## src/rtl/up_lcd_pkg.sv

```systemverilog
// Shared constants and types for the up_lcd SPI transmit controller.
package up_lcd_pkg;

  localparam int unsigned ADDR_CTRL   = 0;
  localparam int unsigned ADDR_STATUS = 1;
  localparam int unsigned ADDR_GPO    = 2;
  localparam int unsigned ADDR_GPI    = 3;
  localparam int unsigned ADDR_TXDATA = 9;
  localparam int unsigned ADDR_CLKDIV = 10;

  localparam int unsigned CTRL_START     = 16;
  localparam int unsigned CTRL_LEN_LSB   = 8;
  localparam int unsigned CTRL_LEN_W     = 8;
  localparam int unsigned CTRL_CSIDX_LSB = 4;
  localparam int unsigned CTRL_CSIDX_W   = 4;
  localparam int unsigned CTRL_MSBF      = 3;
  localparam int unsigned CTRL_CSHOLD    = 2;

  localparam int unsigned LEN_MAX = 32;

  typedef enum logic [1:0] {
    IDLE,
    SHIFT_LO,
    SHIFT_HI,
    TAIL
  } shift_state_e;

  // Bit counts above the shift register width saturate at 32.
  function automatic logic [5:0] clamp_len(input logic [7:0] len);
    return (len > 8'(LEN_MAX)) ? 6'(LEN_MAX) : 6'(len);
  endfunction

endpackage

```

## src/rtl/up_lcd_spi_shift.sv

```systemverilog
// SPI mode-0 shift engine: half-period divider, bit counter and shift register.
module up_lcd_spi_shift
  import up_lcd_pkg::*;
(
  input  logic        clk_r,
  input  logic        rst_r,
  input  logic        start_i,
  input  logic [5:0]  len_i,
  input  logic        msbf_i,
  input  logic [31:0] txdata_i,
  input  logic [7:0]  div_i,
  output logic        busy_o,
  output logic        sclk_o,
  output logic        dat_o,
  output logic        last_c
);

  shift_state_e state_q, state_d;
  logic [7:0]  cnt_q, cnt_d;
  logic [7:0]  div_q, div_d;
  logic [5:0]  bits_q, bits_d;
  logic [31:0] sr_q, sr_d;
  logic        msbf_q, msbf_d;
  logic        sclk_q, sclk_d;
  logic        dat_q, dat_d;
  logic        busy_q, busy_d;
  logic [31:0] sr_load;
  logic [31:0] sr_next;

  // MSB-first aligns bit LEN-1 to bit 31 so both orders shift out of a fixed end.
  assign sr_load = msbf_i ? (txdata_i << (6'(LEN_MAX) - len_i)) : txdata_i;
  assign sr_next = msbf_q ? {sr_q[30:0], 1'b0} : {1'b0, sr_q[31:1]};

  always_ff @(posedge clk_r or posedge rst_r) begin
    if (rst_r) begin
      state_q <= IDLE;
      cnt_q   <= '0;
      div_q   <= '0;
      bits_q  <= '0;
      sr_q    <= '0;
      msbf_q  <= 1'b0;
      sclk_q  <= 1'b0;
      dat_q   <= 1'b0;
      busy_q  <= 1'b0;
    end else begin
      state_q <= state_d;
      cnt_q   <= cnt_d;
      div_q   <= div_d;
      bits_q  <= bits_d;
      sr_q    <= sr_d;
      msbf_q  <= msbf_d;
      sclk_q  <= sclk_d;
      dat_q   <= dat_d;
      busy_q  <= busy_d;
    end
  end

  always_comb begin
    state_d = state_q;
    cnt_d   = cnt_q;
    div_d   = div_q;
    bits_d  = bits_q;
    sr_d    = sr_q;
    msbf_d  = msbf_q;
    sclk_d  = sclk_q;
    dat_d   = dat_q;
    last_c  = 1'b0;
    unique case (state_q)
      IDLE: begin
        if (start_i) begin
          sr_d    = sr_load;
          dat_d   = msbf_i ? sr_load[31] : sr_load[0];
          bits_d  = len_i;
          msbf_d  = msbf_i;
          div_d   = div_i;
          cnt_d   = div_i;
          sclk_d  = 1'b0;
          state_d = SHIFT_LO;
        end
      end
      SHIFT_LO: begin
        if (cnt_q == 8'd0) begin
          sclk_d  = 1'b1;
          cnt_d   = div_q;
          state_d = SHIFT_HI;
        end else begin
          cnt_d = cnt_q - 8'd1;
        end
      end
      SHIFT_HI: begin
        if (cnt_q == 8'd0) begin
          sclk_d = 1'b0;
          cnt_d  = div_q;
          if (bits_q == 6'd1) begin
            state_d = TAIL;
          end else begin
            sr_d    = sr_next;
            dat_d   = msbf_q ? sr_next[31] : sr_next[0];
            bits_d  = bits_q - 6'd1;
            state_d = SHIFT_LO;
          end
        end else begin
          cnt_d = cnt_q - 8'd1;
        end
      end
      TAIL: begin
        if (cnt_q == 8'd0) begin
          last_c  = 1'b1;
          dat_d   = 1'b0;
          state_d = IDLE;
        end else begin
          cnt_d = cnt_q - 8'd1;
        end
      end
      default: state_d = IDLE;
    endcase
    busy_d = (state_d != IDLE);
  end

  assign busy_o = busy_q;
  assign sclk_o = sclk_q;
  assign dat_o  = dat_q;

endmodule

```

## src/rtl/up_lcd_ctrl.sv

```systemverilog
// Register-mapped SPI transmit controller for serial LCD panels.
// Optional UP_LCD_GPI_SYNC_EN adds a 2-flop synchronizer on spi_gpi_i.
module up_lcd_ctrl
  import up_lcd_pkg::*;
#(
  parameter int unsigned ADDRESS_WIDTH = 12,
  parameter int unsigned CS_CNT        = 2,
  parameter int unsigned GPI_CNT       = 1,
  parameter int unsigned GPO_CNT       = 1
) (
  input  logic                     clk_r,
  input  logic                     rst_r,
  input  logic                     up_wreq,
  input  logic [ADDRESS_WIDTH-1:0] up_waddr,
  input  logic [31:0]              up_wdata,
  output logic                     up_wack,
  input  logic                     up_rreq,
  input  logic [ADDRESS_WIDTH-1:0] up_raddr,
  output logic [31:0]              up_rdata,
  output logic                     up_rack,
  output logic                     spi_clk_o,
  output logic                     spi_dat_o,
  output logic [CS_CNT-1:0]        spi_cs_o,
  output logic [GPO_CNT-1:0]       spi_gpo_o,
  input  logic [GPI_CNT-1:0]       spi_gpi_i
);

  logic [7:0]         len_q, len_d;
  logic [3:0]         csidx_q, csidx_d;
  logic               msbf_q, msbf_d;
  logic               cshold_q, cshold_d;
  logic [1:0]         spare_q, spare_d;
  logic [31:0]        txdata_q, txdata_d;
  logic [7:0]         clkdiv_q, clkdiv_d;
  logic [GPO_CNT-1:0] gpo_q, gpo_d;
  logic               cs_act_q, cs_act_d;
  logic [3:0]         cs_sel_q, cs_sel_d;
  logic [CS_CNT-1:0]  cs_q, cs_d;
  logic               wack_q, wack_d;
  logic               rack_q, rack_d;
  logic [31:0]        rdata_q, rdata_d;
  logic [GPI_CNT-1:0] gpi_c;

  logic       eng_busy;
  logic       eng_last_c;
  logic       ctrl_wr_c;
  logic       start_c;
  logic [5:0] wr_len_c;

  assign wr_len_c  = clamp_len(up_wdata[CTRL_LEN_LSB +: CTRL_LEN_W]);
  assign ctrl_wr_c = up_wreq && (up_waddr == ADDRESS_WIDTH'(ADDR_CTRL)) && !eng_busy;
  assign start_c   = ctrl_wr_c && up_wdata[CTRL_START] && (wr_len_c != 6'd0);

`ifdef UP_LCD_GPI_SYNC_EN
  logic [GPI_CNT-1:0] gpi_s1_q, gpi_s2_q;
  always_ff @(posedge clk_r or posedge rst_r) begin
    if (rst_r) begin
      gpi_s1_q <= '0;
      gpi_s2_q <= '0;
    end else begin
      gpi_s1_q <= spi_gpi_i;
      gpi_s2_q <= gpi_s1_q;
    end
  end
  assign gpi_c = gpi_s2_q;
`else
  assign gpi_c = spi_gpi_i;
`endif

  up_lcd_spi_shift u_shift (
    .clk_r    (clk_r),
    .rst_r    (rst_r),
    .start_i  (start_c),
    .len_i    (wr_len_c),
    .msbf_i   (up_wdata[CTRL_MSBF]),
    .txdata_i (txdata_q),
    .div_i    (clkdiv_q),
    .busy_o   (eng_busy),
    .sclk_o   (spi_clk_o),
    .dat_o    (spi_dat_o),
    .last_c   (eng_last_c)
  );

  always_ff @(posedge clk_r or posedge rst_r) begin
    if (rst_r) begin
      len_q    <= '0;
      csidx_q  <= '0;
      msbf_q   <= 1'b0;
      cshold_q <= 1'b0;
      spare_q  <= '0;
      txdata_q <= '0;
      clkdiv_q <= '0;
      gpo_q    <= '0;
      cs_act_q <= 1'b0;
      cs_sel_q <= '0;
      cs_q     <= '1;
      wack_q   <= 1'b0;
      rack_q   <= 1'b0;
      rdata_q  <= '0;
    end else begin
      len_q    <= len_d;
      csidx_q  <= csidx_d;
      msbf_q   <= msbf_d;
      cshold_q <= cshold_d;
      spare_q  <= spare_d;
      txdata_q <= txdata_d;
      clkdiv_q <= clkdiv_d;
      gpo_q    <= gpo_d;
      cs_act_q <= cs_act_d;
      cs_sel_q <= cs_sel_d;
      cs_q     <= cs_d;
      wack_q   <= wack_d;
      rack_q   <= rack_d;
      rdata_q  <= rdata_d;
    end
  end

  always_comb begin
    len_d    = len_q;
    csidx_d  = csidx_q;
    msbf_d   = msbf_q;
    cshold_d = cshold_q;
    spare_d  = spare_q;
    txdata_d = txdata_q;
    clkdiv_d = clkdiv_q;
    gpo_d    = gpo_q;
    cs_act_d = cs_act_q;
    cs_sel_d = cs_sel_q;
    wack_d   = up_wreq;
    rack_d   = up_rreq;
    rdata_d  = '0;

    // Configuration registers freeze while a transfer runs; GPO never does.
    if (up_wreq) begin
      case (up_waddr)
        ADDRESS_WIDTH'(ADDR_CTRL): if (!eng_busy) begin
          len_d    = up_wdata[CTRL_LEN_LSB +: CTRL_LEN_W];
          csidx_d  = up_wdata[CTRL_CSIDX_LSB +: CTRL_CSIDX_W];
          msbf_d   = up_wdata[CTRL_MSBF];
          cshold_d = up_wdata[CTRL_CSHOLD];
          spare_d  = up_wdata[1:0];
        end
        ADDRESS_WIDTH'(ADDR_TXDATA): if (!eng_busy) txdata_d = up_wdata;
        ADDRESS_WIDTH'(ADDR_CLKDIV): if (!eng_busy) clkdiv_d = up_wdata[7:0];
        ADDRESS_WIDTH'(ADDR_GPO):    gpo_d = up_wdata[GPO_CNT-1:0];
        default: ;
      endcase
    end

    // CS tracks the active transfer, or lingers after one that asked to hold it.
    if (start_c) begin
      cs_act_d = 1'b1;
      cs_sel_d = up_wdata[CTRL_CSIDX_LSB +: CTRL_CSIDX_W];
    end else if (eng_last_c && !cshold_q) begin
      cs_act_d = 1'b0;
    end else if (ctrl_wr_c && !up_wdata[CTRL_CSHOLD]) begin
      cs_act_d = 1'b0;
    end

    for (int unsigned i = 0; i < CS_CNT; i++) begin
      cs_d[i] = !(cs_act_d && (cs_sel_d == 4'(i)));
    end

    if (up_rreq) begin
      case (up_raddr)
        ADDRESS_WIDTH'(ADDR_CTRL):   rdata_d = {16'd0, len_q, csidx_q, msbf_q, cshold_q, spare_q};
        ADDRESS_WIDTH'(ADDR_STATUS): rdata_d = {31'd0, eng_busy};
        ADDRESS_WIDTH'(ADDR_GPO):    rdata_d = 32'(gpo_q);
        ADDRESS_WIDTH'(ADDR_GPI):    rdata_d = 32'(gpi_c);
        ADDRESS_WIDTH'(ADDR_TXDATA): rdata_d = txdata_q;
        ADDRESS_WIDTH'(ADDR_CLKDIV): rdata_d = {24'd0, clkdiv_q};
        default:                     rdata_d = '0;
      endcase
    end
  end

  assign up_wack   = wack_q;
  assign up_rack   = rack_q;
  assign up_rdata  = rdata_q;
  assign spi_cs_o  = cs_q;
  assign spi_gpo_o = gpo_q;

endmodule

```

## config.mk

```make
export PLATFORM = sky130hd
export DESIGN_NAME = up_lcd_ctrl
export DESIGN_NICKNAME = d
export VERILOG_FILES = /design/src/rtl/up_lcd_pkg.sv /design/src/rtl/up_lcd_spi_shift.sv /design/src/rtl/up_lcd_ctrl.sv
export SDC_FILE = /design/constraint.sdc
export NUM_CORES = 1
export LEC_CHECK = 0
export ABC_AREA = 0
export ABC_CLOCK_PERIOD_IN_PS = 3000
export CAP_MARGIN = 0
export CORE_MARGIN = 8
export CORE_UTILIZATION = 30
export DETAILED_ROUTE_END_ITERATION = 12
export HOLD_SLACK_MARGIN = 0.06
export PLACE_DENSITY = 0.56
export SLEW_MARGIN = 10
export SYNTH_ARGS = -nofsm -noshare
export SYNTH_HDL_FRONTEND = slang
export SYNTH_HIERARCHICAL = 1
export SYNTH_SLANG_ARGS = --single-unit
export TNS_END_PERCENT = 1
```

## constraint.sdc

```tcl
create_clock -name clk_r -period 3 [get_ports clk_r]
set_input_delay 0.6 -clock clk_r [delete_from_list [all_inputs] [get_ports clk_r]]
set_output_delay 0.6 -clock clk_r [all_outputs]
set_load 0.02 [all_outputs]
```

== After elaboration in Yosys (flattened, before gate mapping) ==
Index checks and enable logic that the tools add are counted.

* Bits in latches: 0
* Output and inout bits: 39
* RAM bits: 0
* Register bits after elaboration: 158
* Memories: 0
* Memory bits (read-only): 0
* Logic and storage cells: 120

* Multipliers: 0
* Bitwise operators: 1
* $lt $le $gt $ge: 1
* Add/subtract/negate cells: 3
* Div/mod/pow operators: 0
* Shift operators: 1
* Multiplexer cells: 39
* Reduce and logical (&&, ||, !) cells: 33
* Equal/unequal tests: 19

{| class="wikitable"
|+ Operator list
! kind !! number
|-
| 32-bit two-way mux || 6
|-
| 32-bit case mux with 6 select lines || 1
|-
| 32-bit case mux with 2 select lines || 1
|-
| 12-bit by 4-bit equality test with 1-bit output, second input constant || 4
|-
| 12-bit by 2-bit equality test with 1-bit output, second input constant || 3
|-
| 32-bit by 6-bit << shifter with 32-bit output || 1
|-
| 12-bit logical NOT || 2
|-
| 6-bit two-way mux || 4
|-
| 8-bit two-way mux || 3
|-
| 8-bit case mux with 3 select lines || 1
|-
| 1-bit two-way mux || 13
|-
| 12-bit by 1-bit equality test with 1-bit output, second input constant || 1
|-
| 6-bit case mux with 2 select lines || 1
|-
| 2-bit two-way mux || 5
|-
| 3-bit AND reduction || 3
|-
| 8-bit by 6-bit greater-than comparator with 1-bit output, second input constant || 1
|-
| 1-bit logical AND || 8
|-
| 8-bit logical NOT || 1
|-
| 2-bit case mux with 4 select lines || 1
|-
| 4-bit AND reduction || 2
|-
| 8-bit by 1-bit subtractor with 8-bit output, second input constant || 1
|-
| 6-bit by 1-bit equality test with 1-bit output, second input constant || 1
|-
| 2-bit by 1-bit != test with 1-bit output, second input constant || 3
|-
| 2-bit != test, second input constant || 3
|-
| other kinds (17) || 27
|}

== Depth between registers and ports, before layout ==
* Depth after elaboration: 9
* Depth in mapped cells: 16
* Depth with buffers taken out: 10

== Hierarchy ==
The synthesis kept the hierarchy.

{| class="wikitable"
|+ By module, submodules not included
! module !! seq. area each (um2) !! area each (um2) !! cells an instance !! instances
|-
| up_lcd_spi_shift || 1501.4 || 5366.4 || 625 || 1
|-
| up_lcd_ctrl || 2454.9 || 4026.4 || 284 || 1
|}

== Worst setup path before layout ==
Ideal clock, no wire load.

* Kind: input -> register
* Start: in up_wdata[13]
* End: reg u_shift.sr_q[28]
* Arrival time: 3847 ps
* Data required time: 2854 ps
* Library setup time: 146 ps
* Slack: -994 ps
* Cell stages on the path: 16
* Cell sequence: nor3_1 and2_1 buf_2 inv_2 buf_4 buf_2 ha_1 buf_2 buf_4 buf_2 mux2i_1 mux2i_1 mux2i_1 nor3_1 a2111oi_0 a311oi_1

* Word-level cells in the longest chain between the ends: 7
* Elaborated cells on any way between the ends: 11
* Those cells by class: add/sub: 1; order compare: 1; eq/ne: 1; shift: 1; mux: 4; reduce/logical: 3

{| class="wikitable"
|+ RTL lines
! item !! line !! text
|-
| start: declaration || up_lcd_ctrl.sv:15 || <nowiki>input logic [31:0] up_wdata,</nowiki>
|-
| 8-bit by 6-bit greater-than comparator with 1-bit output * || up_lcd_pkg.sv:30 || <nowiki>return (len > 8'(LEN_MAX)) ? 6'(LEN_MAX) : 6'(len);</nowiki>
|-
| 6-bit two-way mux * || up_lcd_pkg.sv:30 ||
|-
| via wr_len_c[0] || up_lcd_ctrl.sv:48 || <nowiki>logic [5:0] wr_len_c;</nowiki>
|-
| 6-bit subtractor || up_lcd_spi_shift.sv:31 || <nowiki>assign sr_load = msbf_i ? (txdata_i << (6'(LEN_MAX) - len_i)) : txdata_i;</nowiki>
|-
| 32-bit by 6-bit << shifter with 32-bit output || up_lcd_spi_shift.sv:31 ||
|-
| 32-bit two-way mux || up_lcd_spi_shift.sv:31 ||
|-
| 32-bit two-way mux || up_lcd_spi_shift.sv:70 || <nowiki>if (start_i) begin</nowiki>
|-
| 32-bit case mux with 2 select lines || up_lcd_spi_shift.sv:68 || <nowiki>unique case (state_q)</nowiki>
|-
| end signal: assignment || up_lcd_spi_shift.sv:50 || <nowiki>sr_q <= sr_d;</nowiki>
|-
| end: declaration || up_lcd_spi_shift.sv:22 || <nowiki>logic [31:0] sr_q, sr_d;</nowiki>
|}

Mark *: on every way through the listed nets, which the timed path passes. The rest lies on a longest branch. The select of a mux whose other input is x is not followed.
A chain may end at the register's enable or synchronous reset.

== Worst setup path after layout ==
* Start: in up_wdata[14]
* End: reg u_shift.dat_q, in the netlist u_shift/dat_o

* Word-level cells in the longest chain between the ends: 8
* Elaborated cells on any way between the ends: 12
* Those cells by class: add/sub: 1; order compare: 1; eq/ne: 1; shift: 1; mux: 5; reduce/logical: 3

{| class="wikitable"
|+ RTL lines
! item !! line !! text
|-
| 8-bit by 6-bit greater-than comparator with 1-bit output * || up_lcd_pkg.sv:30 ||
|-
| 6-bit two-way mux * || up_lcd_pkg.sv:30 ||
|-
| via wr_len_c[0] || up_lcd_ctrl.sv:48 ||
|-
| 6-bit subtractor || up_lcd_spi_shift.sv:31 ||
|-
| 32-bit by 6-bit << shifter with 32-bit output || up_lcd_spi_shift.sv:31 ||
|-
| 32-bit two-way mux || up_lcd_spi_shift.sv:31 ||
|-
| 1-bit two-way mux || up_lcd_spi_shift.sv:72 || <nowiki>dat_d = msbf_i ? sr_load[31] : sr_load[0];</nowiki>
|-
| 1-bit two-way mux || up_lcd_spi_shift.sv:70 ||
|-
| 1-bit case mux with 3 select lines || up_lcd_spi_shift.sv:68 ||
|-
| end signal: assignment || up_lcd_spi_shift.sv:53 || <nowiki>dat_q <= dat_d;</nowiki>
|-
| end: declaration || up_lcd_spi_shift.sv:25 || <nowiki>logic dat_q, dat_d;</nowiki>
|}

Marks and branches as above.

==> flow_summary.json <==
{
  "hold_end": "u_shift/sr_q[0]$_DFFE_PP0P_",
  "drc_errors": 0,
  "min_from": "u_shift/sr_q[0]$_DFFE_PP0P_",
  "min_path_cells": 1,
  "syn_nets": 979,
  "insertion_delay_ns": 0.44,
  "crit_fanout": 15,
  "fin_area_um2": 12800,
  "yosysWarnings": 6,
  "gp_congestion": 0.908,
  "period_minus_slack_ns": 2.93,
  "grt_pass1_vias": 8180,
  "clock_path_buffers": 2,
  "worstSetupPathType": "primary input to flip-flop",
  "power_density_nw_per_um2": 380,
  "die_h_um": 193,
  "first_iter_violations": 548,
  "setup_viol": 0,
  "post_dp_cell_area_um2": 11900,
  "arrival_ns": 3.23,
  "die_area_um2": 37200,
  "timing.final.max_slew_violations": 0,
  "multi_input_area_um2": 5370,
  "synthDistinctLibCells": 77,
  "synth-edff-count": 0,
  "cp-start-kind": "primary input",
  "layout-drive-gt1-share": 0.307,
  "hold_viol_final": 0,
  "irDropWorstVdd_mv": 0.361,
  "reg2reg_depth": 12,
  "rrSetupSlack_ns": 0.31,
  "final_antenna_net_count": 0,
  "max_slew_margin": 0.563,
  "syn_inst": 909,
  "start_util": 0.305,
  "slowest_stage": "ha_4",
  "hold_slack_ns": 0.477,
  "h-tree-depth": 4,
  "wl_per_cell_um": 20.0,
  "rows": 64,
  "skew_ns": 0.0142,
  "final_nets": 1176,
  "via_per_inst": 5.41,
  "routed_wl_um": 30200,
  "ioPinCount": 100,
  "power.leakage_nw": 5.61,
  "grtUsageTotal": 0.163,
  "drt-pass1-iter-count": 5,
  "regToRegStartpoint": "u_shift/busy_o$_DFF_PP0_",
  "end_kind": "flip-flop",
  "fmax_mhz": 341,
  "die_w_um": 193,
  "portBuffers": 99,
  "route.vias.total": 8196,
  "min_path_type": "flip-flop to flip-flop",
  "diodes": 0,
  "status": "finished clean",
  "hpwl_um": 22400,
  "rsz0062_at_grt": "yes",
  "cts-buffers-inserted": 17,
  "grt_max_degree": 42,
  "synth_area_per_cell_um2": 10.3,
  "clock_sinks": 158,
  "max_cap_violations": 0,
  "cts_root_buf": "clkbuf_16",
  "synth-async-reset-ratio": 1.00,
  "antenna_found_initial": 0,
  "slowest_delay_ns": 0.37,
  "grt_overflow_total": 0,
  "synth_seq_cells": 158,
  "synth-main-ff-cell": "dfrtp_1",
  "required_ns": 3.30,
  "grt_pass1_wl_um": 47400,
  "rr_endpoint": "u_shift/sr_q[25]$_DFFE_PP0P_",
  "seq_area_frac_synth": 0.421,
  "max_slew.worst_pin.slew_ns": 0.652,
  "clk_pin_slew_worst_paths_ns": 0.07,
  "tritoncts": "built",
  "area_growth_pct": 36.4,
  "crit_chain": "dlygate4sd2_1 > nor3_4 > and2_4 > inv_8 > ha_4 > buf_12 > mux2i_2 > mux2i_1 > mux2_4 > a221o_1 > o21ai_1 > buf_4 > a41oi_1",
  "period_share": 0.977,
  "seqCellArea_um2": 3960,
  "synth_area_um2": 9390,
  "coreArea_um2": 30700,
  "fillers": 3007
}
==> power breakdown <==
part	leakage [nW]	total, mW	internal, mW	switching (mW)
clock network	0.298	2.26	1.26	1.00
logic	3.16	0.476	0.225	0.250
registers	2.15	2.13	2.13	0.000547
total	5.61	4.87	3.62	1.25
==> state kept, by name, indices dropped and copies added (netlist names), 4 cells and up <==
signal / cells
txdata_q: 32
u_shift/sr_q: 32
cs_sel_q: 4
len_q: 8
csidx_q: 4
u_shift/bits_q: 6
u_shift/div_q: 8
clkdiv_q: 8
up_rdata: 32
u_shift/cnt_q: 8
==> logic make-up (layout without fill, tap and decap cells) <==
group                    count (synthesis)  after routing  synth area share
multiplexers                           171            171             0.211
XOR/XNOR                                12             12            0.0112
AND/OR/NAND/NOR                        221            221             0.126
AO/OA/AOI/OAI                          253            253             0.179
adder cells (fa/ha/maj)                  9              9            0.0120
buffers and inverters                   85            295            0.0396
flip-flops                             158            158             0.421
==> synth_stat cells (all sizes together) (4+ instances only) <==
| master | number | area, µm² |
|---|---|---|
| dfrtp | 156 | 3900 |
| a21oi | 84 | 432 |
| mux2 | 79 | 890 |
| mux2i | 78 | 781 |
| nand2 | 68 | 255 |
| nor2 | 46 | 175 |
| o21ai | 43 | 215 |
| buf | 33 | 175 |
| clkbuf | 32 | 121 |
| and2 | 24 | 150 |
| a22o | 21 | 185 |
| nor3 | 20 | 116 |
| inv | 18 | 67.6 |
| nand3 | 16 | 80.1 |
| a221oi | 15 | 131 |
| o211ai | 15 | 113 |
| a31oi | 14 | 87.6 |
| mux4 | 14 | 315 |
| ha | 9 | 113 |
| o22ai | 8 | 50.1 |
| or3 | 8 | 55.1 |
| xnor2 | 8 | 70.1 |
| a311oi | 7 | 61.3 |
| a32oi | 7 | 61.3 |
| nor4 | 6 | 67.6 |
| or4 | 6 | 52.6 |
| a21o | 5 | 37.5 |
| or2 | 5 | 31.3 |
| or3b | 5 | 43.8 |
| nand2b | 4 | 25.0 |
| xor2 | 4 | 35.0 |
==> how the worst max path moves through the flow <==
stage,to,startpoint,slack (ns)
after CTS,u_shift/sr_q[14]$_DFFE_PP0P_,up_waddr[2],-0.05
after detailed placement,u_shift/sr_q[14]$_DFFE_PP0P_,up_waddr[2],-0.74
after floorplan,u_shift/dat_o$_DFFE_PP0P_,up_wdata[15],-0.28
after global routing,u_shift/sr_q[25]$_DFFE_PP0P_,up_waddr[8],-0.03
final,u_shift/dat_o$_DFFE_PP0P_,up_wdata[14],0.07
after global placement,u_shift/sr_q[14]$_DFFE_PP0P_,up_waddr[2],-0.75
==> timing repair <==
item,4_1_cts,5_1_grt
gates resized for setup,21,34
hold buffers,0,0
setup buffers,1,2
gates cloned,0,4
pin swaps,9,11
endpoints found under the setup margin,37,41
==> critical path, delay by kind of cell <==
family / cells / cell delay [ns]
mux: 3 / 0.67
buf+inv: 4 / 0.65
compound gates: 3 / 0.49
simple gates: 2 / 0.44
fa+ha+maj: 1 / 0.37
==> metal layers <==
metal  track usage  share of wire  vias to the layer above
li1              -              -                     3801
met1         0.232           0.48                     4064
met2         0.246           0.45                      295
met3        0.0299          0.053                       36
met4        0.0500          0.019                        0
met5             0              0                        -
==> per-stage QoR <==
step	utilization	setup TNS, ns	instances	power [mW]	worst slack, ns
2_1_floorplan	-	-21.87	909	2.38	-0.278
3_5_place_dp	0.386	-25.17	1477	2.64	-0.738
4_1_cts	0.408	-0.154	1509	4.91	-0.0500
6_report	0.417	0	1515	4.87	0.0693
3_3_place_gp	0.386	-24.32	1477	2.64	-0.755
5_1_grt	0.417	-0.0496	1515	5.03	-0.0349
==> placed cells by master, fill, tap and decap left out, types with 9 or more instances in the layout <==
| cell type | synthesis | final |
|---|---|---|
| a21oi_1 | 83 | 75 |
| a221oi_1 | 15 | 10 |
| a22o_1 | 20 | 20 |
| a31oi_1 | 14 | 13 |
| and2_1 | 23 | 21 |
| buf_12 | 0 | 11 |
| buf_4 | 5 | 127 |
| clkbuf_16 | 0 | 21 |
| clkdlybuf4s50_1 | 0 | 91 |
| dfrtp_1 | 156 | 156 |
| inv_1 | 17 | 15 |
| mux2_2 | 78 | 75 |
| mux2i_1 | 78 | 67 |
| mux2i_2 | 0 | 9 |
| mux4_2 | 14 | 14 |
| nand2_1 | 68 | 68 |
| nand3_1 | 16 | 16 |
| nor2_1 | 45 | 43 |
| nor3_1 | 18 | 14 |
| o211ai_1 | 15 | 15 |
| o21ai_0 | 42 | 41 |
==> cell type report <==
cell class,count,area share
Timing Repair Buffer,243,0.179
Inverter,20,0.00664
Tap cell,396,0.0387
Clock inverter,14,0.0134
Clock buffer,18,0.0335
Multi-Input combinational cell,666,0.419
Sequential cell,158,0.309
Power figures use the tool's default switching activity.
==> edit: new RTL, config.mk and constraints unchanged <==
`txdata_q` no longer has a reset.
--- a/src/rtl/up_lcd_ctrl.sv
+++ b/src/rtl/up_lcd_ctrl.sv
@@ -89,5 +89,4 @@
       cshold_q <= 1'b0;
       spare_q  <= '0;
-      txdata_q <= '0;
       clkdiv_q <= '0;
       gpo_q    <= '0;
@@ -104,5 +103,4 @@
       cshold_q <= cshold_d;
       spare_q  <= spare_d;
-      txdata_q <= txdata_d;
       clkdiv_q <= clkdiv_d;
       gpo_q    <= gpo_d;
@@ -114,4 +112,8 @@
       rdata_q  <= rdata_d;
     end
+  end
+
+  always_ff @(posedge clk_r) begin
+    txdata_q <= txdata_d;
   end
 
Formal check against the unedited RTL: not equivalent (a bounded check fails within 4 cycles, from zero or initial values and one cycle with rst_r high).
==> edit against the original RTL <==
- design area fell by 3.4%
- power rose by 2.6%
- sequential power rose by 3%
- worst setup slack got worse by 0.037 ns
- critical path depth did not move
- die area fell by 1.5%
- final cell count fell by 0.92%
- first-iteration DRC count rose by 8.6%
- clock skew fell by 0.0012 ns
- sequential cell count did not move
- count of clock-buffer cells in the layout rose by 1
- wire length fell by 3.4%
- sequential share of layout area rose by 2.4 points
- synthesized area fell by 1.6%
- critical endpoint is now u_shift/sr_q[14]
==> edit: results (changes against the original RTL) <==
Status
  – Status: finished, final reports clean (unchanged)

Yosys
  – Ys async rst share: 79.7% (was 100%)
  – Syn Area/Cell: 10.2 um2 (was 10.3 um2)
  – Synth cell types: 80 (was 77)
  – Post-Synth XOR/XNOR Area: 1.04% (was 1.12%)
  – Synth Area in Adders: 1.22% (was 1.20%)

Placement
  – Global placer's final weighted congestion: 0.869 (was 0.908)

Setup path
  – Setup crit start: up_wdata[13] (was up_wdata[14])
  – R2R Path End: u_shift/cnt_q[2] (was u_shift/sr_q[25])
  – Slowest CP cell: mux4_2 (was ha_4)
  – Max incr delay on CP: 0.52 ns (was 0.37 ns)
  – Crit path arrival time: 3.31 ns (was 3.23 ns)
  – Max FO, Critical Path: 7 (was 15)

Final layout
  – Clk tree area frac: 4.77% (was 4.69%)
  – Multi-input combinational area share: 40.1% (was 41.9%)
  – Layout cells sized above 1: 23.5% (was 30.7%)

Power
  – Clk network pwr share: 43.8% (was 46.5%)
  – Comb pwr share: 12.4% (was 9.8%)

Timing
  – Worst-Margin Slew: 0.720 ns (was 0.652 ns)
  – WHS: 0.464 ns (was 0.477 ns)

Routing
  – Starting DRT DRC Count: 595 (was 548)
  – Wl on met1: 13500 um (was 14400 um)

Global route
  – First-pass GRT wire length: 46200 um (was 47400 um)
  – Met1 usage: 21.8% (was 23.2%)

Clock network
  – PostCTS Resize Cnt: 9 (was 21)
edit: cell count changes after synthesis, sizes merged, moves of 3 or more:
| cell | unedited run | this run |
|---|---|---|
| a32oi | 7 | 0 |
| dfrtp | 156 | 124 |
| nor3 | 20 | 16 |
| a32o | 0 | 8 |
| edfxtp | 0 | 32 |
| or3b | 5 | 2 |
| a22oi | 3 | 10 |
| a22o | 21 | 13 |
| or3 | 8 | 4 |
| nor4 | 6 | 10 |
| nand2 | 68 | 115 |
| nor2b | 1 | 9 |
| mux2 | 79 | 32 |
| nor2 | 46 | 43 |
edit: cells by family (layout without fill, tap and decap cells):
| kind of cell | after synthesis | in the layout |
|---|---|---|
| AO/OA/AOI/OAI | 254 | 254 |
| flip-flops | 158 | 158 |
| buffers and inverters | 84 | 280 |
| AND/OR/NAND/NOR | 269 | 269 |
| multiplexers | 124 | 124 |
| XOR/XNOR | 11 | 11 |
| adder cells (fa/ha/maj) | 9 | 9 |
